**config.mk**
```make
export PLATFORM = sky130hd
export DESIGN_NAME = multi_digit_counter_display_flat
export DESIGN_NICKNAME = d
export VERILOG_FILES = /design/src/rtl/multi_digit_counter_display_if.sv /design/src/rtl/multi_digit_counter_display.sv /design/src/flat_wrapper.sv
export SDC_FILE = /design/constraint.sdc
export NUM_CORES = 1
export LEC_CHECK = 0
export BUFFER_PORTS_ARGS = -buffer_cell sky130_fd_sc_hd__buf_2
export CORE_ASPECT_RATIO = 0.5
export CORE_MARGIN = 2
export CORE_UTILIZATION = 57
export CTS_BUF_LIST = sky130_fd_sc_hd__clkbuf_8
export CTS_CLUSTER_DIAMETER = 120
export DETAILED_ROUTE_END_ITERATION = 10
export PLACE_DENSITY = 0.89
export SLEW_MARGIN = 40
export SYNTH_ARGS = -nofsm -noshare
export SYNTH_HDL_FRONTEND = slang
export SYNTH_SLANG_ARGS = --single-unit
```
**constraint.sdc**
```tcl
create_clock -name clk_100mhz -period 2.7 [get_ports clk_100mhz]
set_input_delay 0.54 -clock clk_100mhz [delete_from_list [all_inputs] [get_ports clk_100mhz]]
set_output_delay 0.54 -clock clk_100mhz [all_outputs]
set_load 0.01 [all_outputs]
```
**src/rtl/multi_digit_counter_display_if.sv**
```systemverilog
// Pin-side bundle for multi_digit_counter_display: raw buttons and switches
// in, multiplexed seven-segment drives and the packed BCD count out.
// master = board/bench side, slave = counter/display block.
interface multi_digit_counter_display_if #(
  parameter int NUM_DIGITS = 4
);
  logic                    increment;
  logic                    decrement;
  logic                    mode_select;
  logic                    count_down;
  logic [NUM_DIGITS-1:0]   digit_select;
  logic [6:0]              seven;
  logic [4*NUM_DIGITS-1:0] count_value;
  logic                    carry_out;

  modport master (
    output increment, decrement, mode_select, count_down,
    input  digit_select, seven, count_value, carry_out
  );

  modport slave (
    input  increment, decrement, mode_select, count_down,
    output digit_select, seven, count_value, carry_out
  );
endinterface

```
**src/rtl/multi_digit_counter_display.sv**
```systemverilog
// N-digit BCD up/down counter with per-button debounce, manual/auto mode and
// a multiplexed active-low seven-segment scan driver.
// Optional feature: define LEADING_ZERO_BLANK_EN to blank every digit above
// the highest non-zero digit (digit 0 is always shown).
module multi_digit_counter_display #(
  parameter int NUM_DIGITS   = 4,
  parameter int REFRESH_DIV  = 100000,
  parameter int TICK_DIV     = 100000000,
  parameter int DEBOUNCE_MAX = 1000000
) (
  input logic                          clk_100mhz,
  input logic                          reset_n,
  multi_digit_counter_display_if.slave bus
);
  localparam int CNT_W  = 4 * NUM_DIGITS;
  localparam int IDX_W  = (NUM_DIGITS > 1) ? $clog2(NUM_DIGITS) : 1;
  localparam int REF_W  = $clog2(REFRESH_DIV);
  localparam int TICK_W = $clog2(TICK_DIV);
  localparam int DB_W   = (DEBOUNCE_MAX > 1) ? $clog2(DEBOUNCE_MAX) : 1;

  localparam logic [REF_W-1:0]  REF_LAST  = REF_W'(REFRESH_DIV - 1);
  localparam logic [TICK_W-1:0] TICK_LAST = TICK_W'(TICK_DIV - 1);
  localparam logic [DB_W-1:0]   DB_LAST   = DB_W'(DEBOUNCE_MAX - 1);
  localparam logic [IDX_W-1:0]  IDX_LAST  = IDX_W'(NUM_DIGITS - 1);

  logic [3:0]            sync_1, sync_2;
  logic [1:0]            btn_s;
  logic                  auto_s, down_s;
  logic [1:0]            db_stable, db_stable_d, press;
  logic [DB_W-1:0]       db_cnt [2];
  logic [TICK_W-1:0]     tick_cnt;
  logic                  tick;
  logic                  step_en, step_up;
  logic [CNT_W-1:0]      count_q, count_next;
  logic                  wrap, carry_q;
  logic [REF_W-1:0]      ref_cnt;
  logic                  refresh;
  logic [IDX_W-1:0]      scan_idx, idx_next;
  logic                  lit_q;
  logic [NUM_DIGITS-1:0] blank, anode_next, digit_sel_q;
  logic [3:0]            digit_val;
  logic                  digit_blank;
  logic [6:0]            seven_q;

  function automatic logic [6:0] seg_decode(input logic [3:0] d);
    seg_decode = 7'b1111111;
    case (d)
      4'd0: seg_decode = 7'b1000000;
      4'd1: seg_decode = 7'b1111001;
      4'd2: seg_decode = 7'b0100100;
      4'd3: seg_decode = 7'b0110000;
      4'd4: seg_decode = 7'b0011001;
      4'd5: seg_decode = 7'b0010010;
      4'd6: seg_decode = 7'b0000010;
      4'd7: seg_decode = 7'b1111000;
      4'd8: seg_decode = 7'b0000000;
      4'd9: seg_decode = 7'b0010000;
      default: seg_decode = 7'b1111111;
    endcase
  endfunction

  // Two-flop synchronisers for every asynchronous board input.
  always_ff @(posedge clk_100mhz or negedge reset_n) begin
    if (!reset_n) begin
      sync_1 <= '0;
      sync_2 <= '0;
    end else begin
      sync_1 <= {bus.count_down, bus.mode_select, bus.decrement, bus.increment};
      sync_2 <= sync_1;
    end
  end

  assign btn_s  = sync_2[1:0];
  assign auto_s = sync_2[2];
  assign down_s = sync_2[3];

  // Debounce both buttons; a level only flips after DEBOUNCE_MAX differing
  // cycles in a row, and only its rising edge yields a press pulse.
  always_ff @(posedge clk_100mhz or negedge reset_n) begin
    if (!reset_n) begin
      db_stable   <= '0;
      db_stable_d <= '0;
      press       <= '0;
      for (int i = 0; i < 2; i++) db_cnt[i] <= '0;
    end else begin
      for (int i = 0; i < 2; i++) begin
        if (btn_s[i] == db_stable[i]) begin
          db_cnt[i] <= '0;
        end else if (db_cnt[i] == DB_LAST) begin
          db_stable[i] <= ~db_stable[i];
          db_cnt[i]    <= '0;
        end else begin
          db_cnt[i] <= db_cnt[i] + 1'b1;
        end
      end
      db_stable_d <= db_stable;
      press       <= db_stable & ~db_stable_d;
    end
  end

  // Auto-mode step timer, parked at zero in manual mode so the first auto
  // step lands a full period after entering auto mode.
  always_ff @(posedge clk_100mhz or negedge reset_n) begin
    if (!reset_n)                         tick_cnt <= '0;
    else if (!auto_s || tick == 1'b1)     tick_cnt <= '0;
    else                                  tick_cnt <= tick_cnt + 1'b1;
  end

  assign tick = auto_s && (tick_cnt == TICK_LAST);

  // Choose whether and which way to step; simultaneous manual presses cancel.
  always_comb begin
    step_en = 1'b0;
    step_up = 1'b1;
    if (auto_s) begin
      step_en = tick;
      step_up = !down_s;
    end else begin
      step_en = press[0] ^ press[1];
      step_up = press[0];
    end
  end

  // Ripple BCD increment/decrement; wrap is the carry/borrow out of the top digit.
  always_comb begin
    count_next = count_q;
    wrap       = 1'b1;
    for (int i = 0; i < NUM_DIGITS; i++) begin
      if (wrap) begin
        if (step_up) begin
          if (count_q[4*i +: 4] == 4'd9) begin
            count_next[4*i +: 4] = 4'd0;
          end else begin
            count_next[4*i +: 4] = count_q[4*i +: 4] + 4'd1;
            wrap = 1'b0;
          end
        end else begin
          if (count_q[4*i +: 4] == 4'd0) begin
            count_next[4*i +: 4] = 4'd9;
          end else begin
            count_next[4*i +: 4] = count_q[4*i +: 4] - 4'd1;
            wrap = 1'b0;
          end
        end
      end
    end
  end

  // Count register and one-cycle carry/borrow pulse.
  always_ff @(posedge clk_100mhz or negedge reset_n) begin
    if (!reset_n) begin
      count_q <= '0;
      carry_q <= 1'b0;
    end else begin
      carry_q <= step_en & wrap;
      if (step_en) count_q <= count_next;
    end
  end

  // Free-running scan-step divider.
  always_ff @(posedge clk_100mhz or negedge reset_n) begin
    if (!reset_n)     ref_cnt <= '0;
    else if (refresh) ref_cnt <= '0;
    else              ref_cnt <= ref_cnt + 1'b1;
  end

  assign refresh = (ref_cnt == REF_LAST);

  // Next scan position, used for both the index and the display registers
  // so anode and segments always move together.
  always_comb begin
    idx_next = scan_idx;
    if (refresh) idx_next = (scan_idx == IDX_LAST) ? '0 : scan_idx + 1'b1;
  end

  // Scan index; lit_q keeps the display dark until the first refresh strobe.
  always_ff @(posedge clk_100mhz or negedge reset_n) begin
    if (!reset_n) begin
      scan_idx <= IDX_LAST;
      lit_q    <= 1'b0;
    end else begin
      scan_idx <= idx_next;
      lit_q    <= lit_q | refresh;
    end
  end

`ifdef LEADING_ZERO_BLANK_EN
  logic zero_above;

  // Blank digits that sit above the highest non-zero digit; digit 0 never blanks.
  always_comb begin
    zero_above = 1'b1;
    blank      = '0;
    for (int i = NUM_DIGITS - 1; i > 0; i--) begin
      zero_above = zero_above & (count_q[4*i +: 4] == 4'd0);
      blank[i]   = zero_above;
    end
  end
`else
  assign blank = '0;
`endif

  // Select the digit and anode pattern for the upcoming scan position.
  always_comb begin
    digit_val   = 4'd0;
    digit_blank = 1'b0;
    anode_next  = '1;
    for (int i = 0; i < NUM_DIGITS; i++) begin
      if (idx_next == IDX_W'(i)) begin
        digit_val     = count_q[4*i +: 4];
        digit_blank   = blank[i];
        anode_next[i] = 1'b0;
      end
    end
  end

  // Registered display drives; segments follow count changes one edge later.
  always_ff @(posedge clk_100mhz or negedge reset_n) begin
    if (!reset_n) begin
      digit_sel_q <= '1;
      seven_q     <= 7'b1111111;
    end else if (lit_q || refresh) begin
      digit_sel_q <= anode_next;
      seven_q     <= digit_blank ? 7'b1111111 : seg_decode(digit_val);
    end
  end

  assign bus.count_value  = count_q;
  assign bus.carry_out    = carry_q;
  assign bus.digit_select = digit_sel_q;
  assign bus.seven        = seven_q;
endmodule
```
**src/flat_wrapper.sv**
```systemverilog
// flat-port wrapper written by rule: the top's interface ports become plain ports
module multi_digit_counter_display_flat 
#(
  parameter int NUM_DIGITS   = 4,
  parameter int REFRESH_DIV  = 100000,
  parameter int TICK_DIV     = 100000000,
  parameter int DEBOUNCE_MAX = 1000000
)
  (clk_100mhz, reset_n, bus_increment, bus_decrement, bus_mode_select, bus_count_down, bus_digit_select, bus_seven, bus_count_value, bus_carry_out);
  multi_digit_counter_display_if #(.NUM_DIGITS(NUM_DIGITS)) bus_i ();
  input logic clk_100mhz;
  input logic reset_n;
  input wire logic [$bits(bus_i.increment)-1:0] bus_increment;
  input wire logic [$bits(bus_i.decrement)-1:0] bus_decrement;
  input wire logic [$bits(bus_i.mode_select)-1:0] bus_mode_select;
  input wire logic [$bits(bus_i.count_down)-1:0] bus_count_down;
  output wire logic [$bits(bus_i.digit_select)-1:0] bus_digit_select;
  output wire logic [$bits(bus_i.seven)-1:0] bus_seven;
  output wire logic [$bits(bus_i.count_value)-1:0] bus_count_value;
  output wire logic [$bits(bus_i.carry_out)-1:0] bus_carry_out;
  assign bus_i.increment = bus_increment;
  assign bus_i.decrement = bus_decrement;
  assign bus_i.mode_select = bus_mode_select;
  assign bus_i.count_down = bus_count_down;
  assign bus_digit_select = bus_i.digit_select;
  assign bus_seven = bus_i.seven;
  assign bus_count_value = bus_i.count_value;
  assign bus_carry_out = bus_i.carry_out;
  multi_digit_counter_display #(.NUM_DIGITS(NUM_DIGITS), .REFRESH_DIV(REFRESH_DIV), .TICK_DIV(TICK_DIV), .DEBOUNCE_MAX(DEBOUNCE_MAX)) u_core (.clk_100mhz(clk_100mhz), .reset_n(reset_n), .bus(bus_i));
endmodule
```
==> results of run 1 <==
-- power breakdown --
part	leakage, nW	total (W)	internal, W	switching (W)
registers	1.67	0.00215	0.00201	0.000136
clock network	0.228	0.00191	0.00112	0.000790
logic	1.43	0.00122	0.000531	0.000685
-- worst max-delay path: stages (launching register included) --
cell and delay (ns):
dfrtp_1 0.39, or4b_4 0.56, nor4_4 0.38, mux2i_1 0.26
buf_6 0.22, mux2i_4 0.27, mux2i_4 0.12, buf_4 0.17
xnor2_1 0.16, o22ai_1 0.09, a21oi_1 0.17
-- cell usage after synthesis, drive strengths merged, types with 3 or more instances --
cell type / instances
a21oi: 16
o22ai: 5
ha: 6
clkbuf: 22
o211ai: 3
o31ai: 8
xnor2: 37
nand2b: 7
nor4: 5
nand3: 42
mux2i: 15
and2: 5
and4: 4
buf: 8
dfstp: 13
nor3: 12
nor4b: 4
nand2: 58
nor2b: 7
dfrtp: 116
o21ai: 37
nor2: 104
and3: 18
or4b: 3
nand4: 16
inv: 14
xor2: 42
or3: 10
a31oi: 9
-- metrics by stage --
| stage | power [W] | area, sq um |
|---|---|---|
| finish | 0.00527 | 7680 |
| CTS | 0.00516 | 7560 |
| detailed placement | 0.00312 | 6950 |
| global route | 0.00550 | 7680 |
| global placement | 0.00307 | 6950 |
| floorplan | 0.00275 | 6430 |
-- layer usage --
metal / vias to the layer above / track usage [%]
met3: 34 / 5.68
met2: 182 / 41.6
met4: 0 / 10.7
met1: 2587 / 32.6
li1: 2441 / -
met5: - / 0
-- worst paths after layout --
check | start | to | slack (ns) | cells after the start
worst max-delay path | u_core.ref_cnt[11] | u_core.bus.seven[6] | -0.17 | 10
worst min-delay path | reset_n | u_core.db_cnt[14] | 0.05 | 1
worst max register to register | u_core.ref_cnt[11] | u_core.bus.seven[6] | -0.17 | 10
worst min register to register | u_core.sync_1[2] | u_core.sync_2[2] | 0.35 | 0
max in group asynchronous | reset_n | u_core.sync_2[2] | 1.91 | 2
min in group clk_100mhz | bus_mode_select | u_core.sync_1[2] | 0.20 | 1
-- final cells by class --
cell class / count / area (sq um) / share of cell area [%]
clock inverters: 14 / 213 / 2.77
well taps: 145 / 181 / 2.36
multi-input cells: 493 / 3220 / 41.9
clock buffers: 18 / 248 / 3.22
inverters: 15 / 58.8 / 0.765
repair buffers: 77 / 522 / 6.79
flip-flops and latches: 129 / 3250 / 42.2
-- sequential cells by signal (all words and copies together), names as in the netlist --
signal                   cells
u_core.db_cnt               40
u_core.tick_cnt             27
u_core.ref_cnt              17
u_core.bus.count_value      16
u_core.bus.seven             7
u_core.bus.digit_select      4
u_core.sync_1                4
u_core.sync_2                4
u_core.db_stable             2
u_core.db_stable_d           2
u_core.press                 2
u_core.scan_idx              2
u_core.bus.carry_out         1
u_core.lit_q                 1
-- logic make-up after synthesis --
group / synth area share [%]
flops: 50.6
compound gates: 8.95
fa+ha+maj: 1.17
simple gates: 23.0
mux: 2.69
buf+inv: 2.83
xor+xnor: 10.8
-- what timing repair did --
action	4_1_cts	5_1_grt
pin swaps	4	4
hold buffers	0	0
endpoints found under the setup margin	7	10
setup buffers	2	4
gates resized for setup	26	21
==> results.json, run 1 <==
{
  "status": "complete, but fails checks",
  "violations": "negative setup slack",
  "cp.arrival_ns": 3.24,
  "final_common_cell": "dfrtp_1",
  "drc": 0,
  "yosys_warnings": 0,
  "ioPinCount": 34,
  "cts_tree": "done",
  "dr_wl_met2_um": 7340,
  "endpoint_kind": "register",
  "grt_pass1_wl_um": 24300,
  "layout_common_cells": "115 x dfrtp_1, 103 x nor2_1, 58 x nand2_1",
  "final_cells": 891,
  "clockRootBuffer": "clkbuf_8",
  "firstDrtPassIters": 6,
  "final_util_pct": 70.0,
  "p_per_area_mw_per_mm2": 686,
  "tightest_slew_ns": 0.621,
  "slew_headroom_pct": 58.5,
  "cts_buffer_depth": 2,
  "path_max_fanout": 8,
  "min_path_type": "in -> async",
  "wl_met1_um": 6420,
  "max_cap_viol_count": 0,
  "required_ns": 3.07,
  "portBuffers": 33,
  "rsz0062_at_grt": "true",
  "insertion_delay_ns": 0.44,
  "grt_use_total_pct": 25.2,
  "synth_area_leaders": "dfrtp_1 45%, nor2_1 6.1%, xor2_1 5.7%",
  "synth_top_flop_cell": "dfrtp_1",
  "final_antenna_net_count": 0,
  "htree_levels": 4,
  "holdWs_ns": 0.0527,
  "drive_gt1_share_pct": 21.3,
  "final_net_count": 745,
  "yosysSeqAreaShare_pct": 50.6,
  "report.final.slew_viol_count": 0,
  "synth_cell_type_count": 51,
  "power_leakage_nw": 3.33,
  "synth_enable_flop_cells": 0,
  "fin_crit_ns": 2.87,
  "fillCellCount": 706,
  "dp_cells": 853,
  "synth_top_area_share_pct": 45.3,
  "fin_skew_ns": 0.0104,
  "fp.dieH_um": 79.0,
  "ys_ff_latch": 129,
  "cts_buffers": 17,
  "avgSynthCellArea_sq_um": 9.62,
  "core_area_sq_mm": 0.0110,
  "worst_slack_ns": -0.171,
  "die-area_sq_mm": 0.0122,
  "tns_ns": -0.718,
  "start_util_pct": 58.4,
  "area_growth_pct": 19.8,
  "grt_max_degree": 52,
  "via_count": 5244,
  "setup_violations": 7,
  "synth_fp_nets": 679,
  "ir_drop_mv": 0.387,
  "synth_cells": 667,
  "grt_pass1_vias": 5082,
  "highest_layer": "met4",
  "grt_overflow": 0,
  "cts_sinks": 129,
  "synth_top_area_cell": "dfrtp_1",
  "dr_wl_met3_um": 683,
  "post-place-ws_ns": -0.183,
  "dp.final_hpwl_um": 8660,
  "antenna_cells": 0,
  "hold_violations": 0,
  "clk_pin_slew_ns": 0.08,
  "drt-wirelength-per-cell_um": 16.5,
  "antenna_found_initial": 0,
  "wl_um": 14700,
  "drtIter0Drc": 514,
  "start_kind": "register",
  "synth-async-reset-ratio_pct": 100,
  "synthesis.area_sq_mm": 0.00641,
  "period_share_pct": 106,
  "rows": 27,
  "place.gp.congestion": 0.829,
  "max_freq_mhz": 348,
  "critPathKind": "reg -> reg",
  "die_w_um": 154,
  "viasPerCell": 5.89
}
Note: power is estimated with default switching activity, not from simulation.
==> inputs of run 2 (changes only) <==
--- a/config.mk
+++ b/config.mk
@@ -5,14 +5,15 @@
 export SDC_FILE = /design/constraint.sdc
 export NUM_CORES = 1
 export LEC_CHECK = 0
-export BUFFER_PORTS_ARGS = -buffer_cell sky130_fd_sc_hd__buf_2
+export ABC_AREA = 1
+export BUFFER_PORTS_ARGS = -buffer_cell sky130_fd_sc_hd__buf_4
 export CORE_ASPECT_RATIO = 0.5
 export CORE_MARGIN = 2
-export CORE_UTILIZATION = 57
+export CORE_UTILIZATION = 58
 export CTS_BUF_LIST = sky130_fd_sc_hd__clkbuf_8
 export CTS_CLUSTER_DIAMETER = 120
 export DETAILED_ROUTE_END_ITERATION = 10
-export PLACE_DENSITY = 0.89
+export PLACE_DENSITY = 0.9
 export SLEW_MARGIN = 40
 export SYNTH_ARGS = -nofsm -noshare
 export SYNTH_HDL_FRONTEND = slang
==> results.json, run 2 <==
{
  "ff2ff_setup_slack_ns": 0.30,
  "reg2reg_to": "u_core.bus.seven[3]",
  "drc": 0,
  "path_cells": "ha_1 -> and3_2 -> nand3_4 -> nand2_4 -> nand2_4 -> nor2_4 -> nand2_1 -> nand2_1 -> inv_1 -> ha_1 -> nand3_1 -> nand2_1 -> nor2_1 -> nor2_1 -> nor2_1",
  "avgSynthCellArea_sq_um": 8.19,
  "drt-wirelength-per-cell_um": 13.7,
  "status": "finished, final reports clean",
  "hold_violations": 0,
  "synth_cell_type_count": 52,
  "synthesis.area_sq_mm": 0.00681,
  "slew_headroom_pct": 67.0,
  "dp.final_hpwl_um": 10300,
  "ir_drop_mv": 0.458,
  "layout_common_cells": "153 x nand2_1, 124 x nor2_1, 116 x dfrtp_1",
  "synth_enable_flop_cells": 0,
  "r2r_cells": 15,
  "rows": 27,
  "rsz0062_at_grt": "false",
  "largestRegisters": "u_core.db_cnt x40, u_core.tick_cnt x27, u_core.ref_cnt x17",
  "synth_most_common_cell": "nand2_1",
  "p_per_area_mw_per_mm2": 684,
  "period_share_pct": 89.0,
  "netlist_top_cells_count": "153 x nand2_1, 124 x nor2_1, 116 x dfrtp_1",
  "largest_reg_flops": 40,
  "wl_um": 14500,
  "die_w_um": 157,
  "fin_skew_ns": 0.0122,
  "final_net_count": 895,
  "synth_top_area_cell": "dfrtp_1",
  "core_area_sq_mm": 0.0112,
  "dp_cells": 1023,
  "critPathBufInv": 1,
  "fp.dieH_um": 80.6,
  "cp.arrival_ns": 2.79,
  "report.final.slew_viol_count": 0,
  "tightest_slew_ns": 0.492,
  "cts_buffers": 17,
  "insertion_delay_ns": 0.45,
  "cpPeakStageDelay_ns": 0.37,
  "grt_pass1_vias": 5728,
  "grt_pass1_wl_um": 25200,
  "die-area_sq_mm": 0.0127,
  "min_path_type": "in -> async",
  "grt_overflow": 0,
  "max_cap_viol_count": 0,
  "cts_sinks": 129,
  "clk_pin_slew_ns": 0.07,
  "setup_violations": 0,
  "cts_buffer_depth": 2,
  "grt_max_degree": 51,
  "portBuffers": 33,
  "synth_area_leaders": "dfrtp_1 43%, nand2_1 8.4%, nor2_1 6.8%",
  "viasPerCell": 5.47,
  "place.gp.congestion": 0.854,
  "antenna_found_initial": 0,
  "synth_cells": 831,
  "final_cells": 1054,
  "r2r-start": "u_core.ref_cnt[0]",
  "start_kind": "register",
  "yosysSeqAreaShare_pct": 47.7,
  "fin_crit_ns": 2.40,
  "synth-async-reset-ratio_pct": 100,
  "drtIter0Drc": 398,
  "fin_area_sq_mm": 0.00768,
  "start_util_pct": 60.7,
  "path_max_fanout": 8,
  "postCtsSetupRepairBufs": 0,
  "firstDrtPassIters": 6,
  "ys_ff_latch": 129,
  "drive_gt1_share_pct": 17.2,
  "max_freq_mhz": 416,
  "htree_levels": 4,
  "critPathKind": "reg -> reg",
  "synth_fp_nets": 843,
  "final_util_pct": 68.5,
  "synth_top_area_share_pct": 42.6,
  "ioPinCount": 34,
  "area_growth_pct": 12.8,
  "placed_area_sq_mm": 0.00729,
  "cts_tree": "done",
  "grt_use_total_pct": 25.2,
  "synth_top_flop_cell": "dfrtp_1",
  "clockRootBuffer": "clkbuf_8",
  "power_leakage_nw": 3.60,
  "tns_ns": 0,
  "via_count": 5769,
  "largest_register": "u_core.db_cnt",
  "antenna_cells": 0,
  "endpoint_kind": "register",
  "final_common_cell": "nand2_1",
  "cp_slowest_cell": "dfrtp_1",
  "yosys_warnings": 0,
  "required_ns": 3.09,
  "critPathTopFamily": "simple AND/OR/NAND/NOR gates",
  "final_antenna_net_count": 0
}
==> run 2: changes by cell type in the layout (fill, tap and decap cells not counted), moves of 9 or more <==
| cell | delta |
|---|---|
| buf_2 | -32 |
| nand2_1 | +95 |
| nor2_1 | +21 |
| xor2_1 | -20 |
| and3_1 | -14 |
| nand2_4 | +11 |
| or3_1 | -10 |
| inv_1 | +91 |
| mux2i_4 | -10 |
| nor3_1 | +9 |
| a21oi_1 | +30 |
| nor2_2 | +9 |
| nand2_2 | +13 |
| xnor2_1 | -31 |
==> run 2: metal layers <==
layer  vias up  routed length (um)  track usage (%)
li1       2809                   -                -
met1      2723                6260             31.2
met2       197                7060             42.2
met3        40                 764             5.77
met4         0                 378             11.8
met5         -                   0                0
==> run 2: worst max path at each step <==
stage	cells after the start	slack, ns	endpoint	startpoint
3_5_place_dp	15	0.20	u_core.bus.seven[3]	u_core.ref_cnt[0]
6_report	15	0.30	u_core.bus.seven[3]	u_core.ref_cnt[0]
3_3_place_gp	15	0.33	u_core.bus.seven[3]	u_core.ref_cnt[0]
2_1_floorplan	15	0.51	u_core.bus.seven[3]	u_core.ref_cnt[0]
5_1_grt	16	0.004	u_core.bus.seven[3]	u_core.ref_cnt[11]
4_1_cts	15	0.17	u_core.bus.seven[3]	u_core.ref_cnt[0]
==> run 2: cell type report <==
class | instances | area (sq um)
Fill cell | 812 | 3530
Sequential cell | 129 | 3240
Multi-Input combinational cell | 583 | 3110
Inverter | 112 | 423
Timing Repair Buffer | 40 | 313
Clock buffer | 18 | 248
Tap cell | 159 | 199
Clock inverter | 13 | 145
==> run 2: logic make-up (layout without fill, tap and decap cells) <==
kind of cell	Yosys count	in the layout	share of synthesized area [%]
compound gates	113	113	9.37
xor+xnor	28	28	3.60
mux	2	2	0.331
buf+inv	119	183	6.67
simple gates	434	434	31.3
flops	129	129	47.7
fa+ha+maj	6	6	1.10
==> run 2: what timing repair did <==
action,CTS,global route
hold buffers,0,0
setup endpoints to repair,0,1
resized for setup,0,1
==> run 2: report_power, final <==
part / leakage, nW / internal [W] / switching [W]
Sequential: 1.69 / 0.00206 / 0.000258
Combinational: 1.71 / 0.000487 / 0.000770
Clock: 0.199 / 0.000915 / 0.000766
Total: 3.60 / 0.00346 / 0.00179
==> run 2: per-stage QoR <==
| step | total power (W) | setup slack (ns) | hold slack (ns) |
|---|---|---|---|
| 2_1_floorplan | 0.00311 | 0.508 | 0.244 |
| 3_3_place_gp | 0.00351 | 0.334 | 0.336 |
| 3_5_place_dp | 0.00357 | 0.197 | 0.336 |
| 4_1_cts | 0.00524 | 0.174 | 0.0422 |
| 5_1_grt | 0.00553 | 0.00414 | 0.0570 |
| 6_report | 0.00525 | 0.296 | 0.0333 |
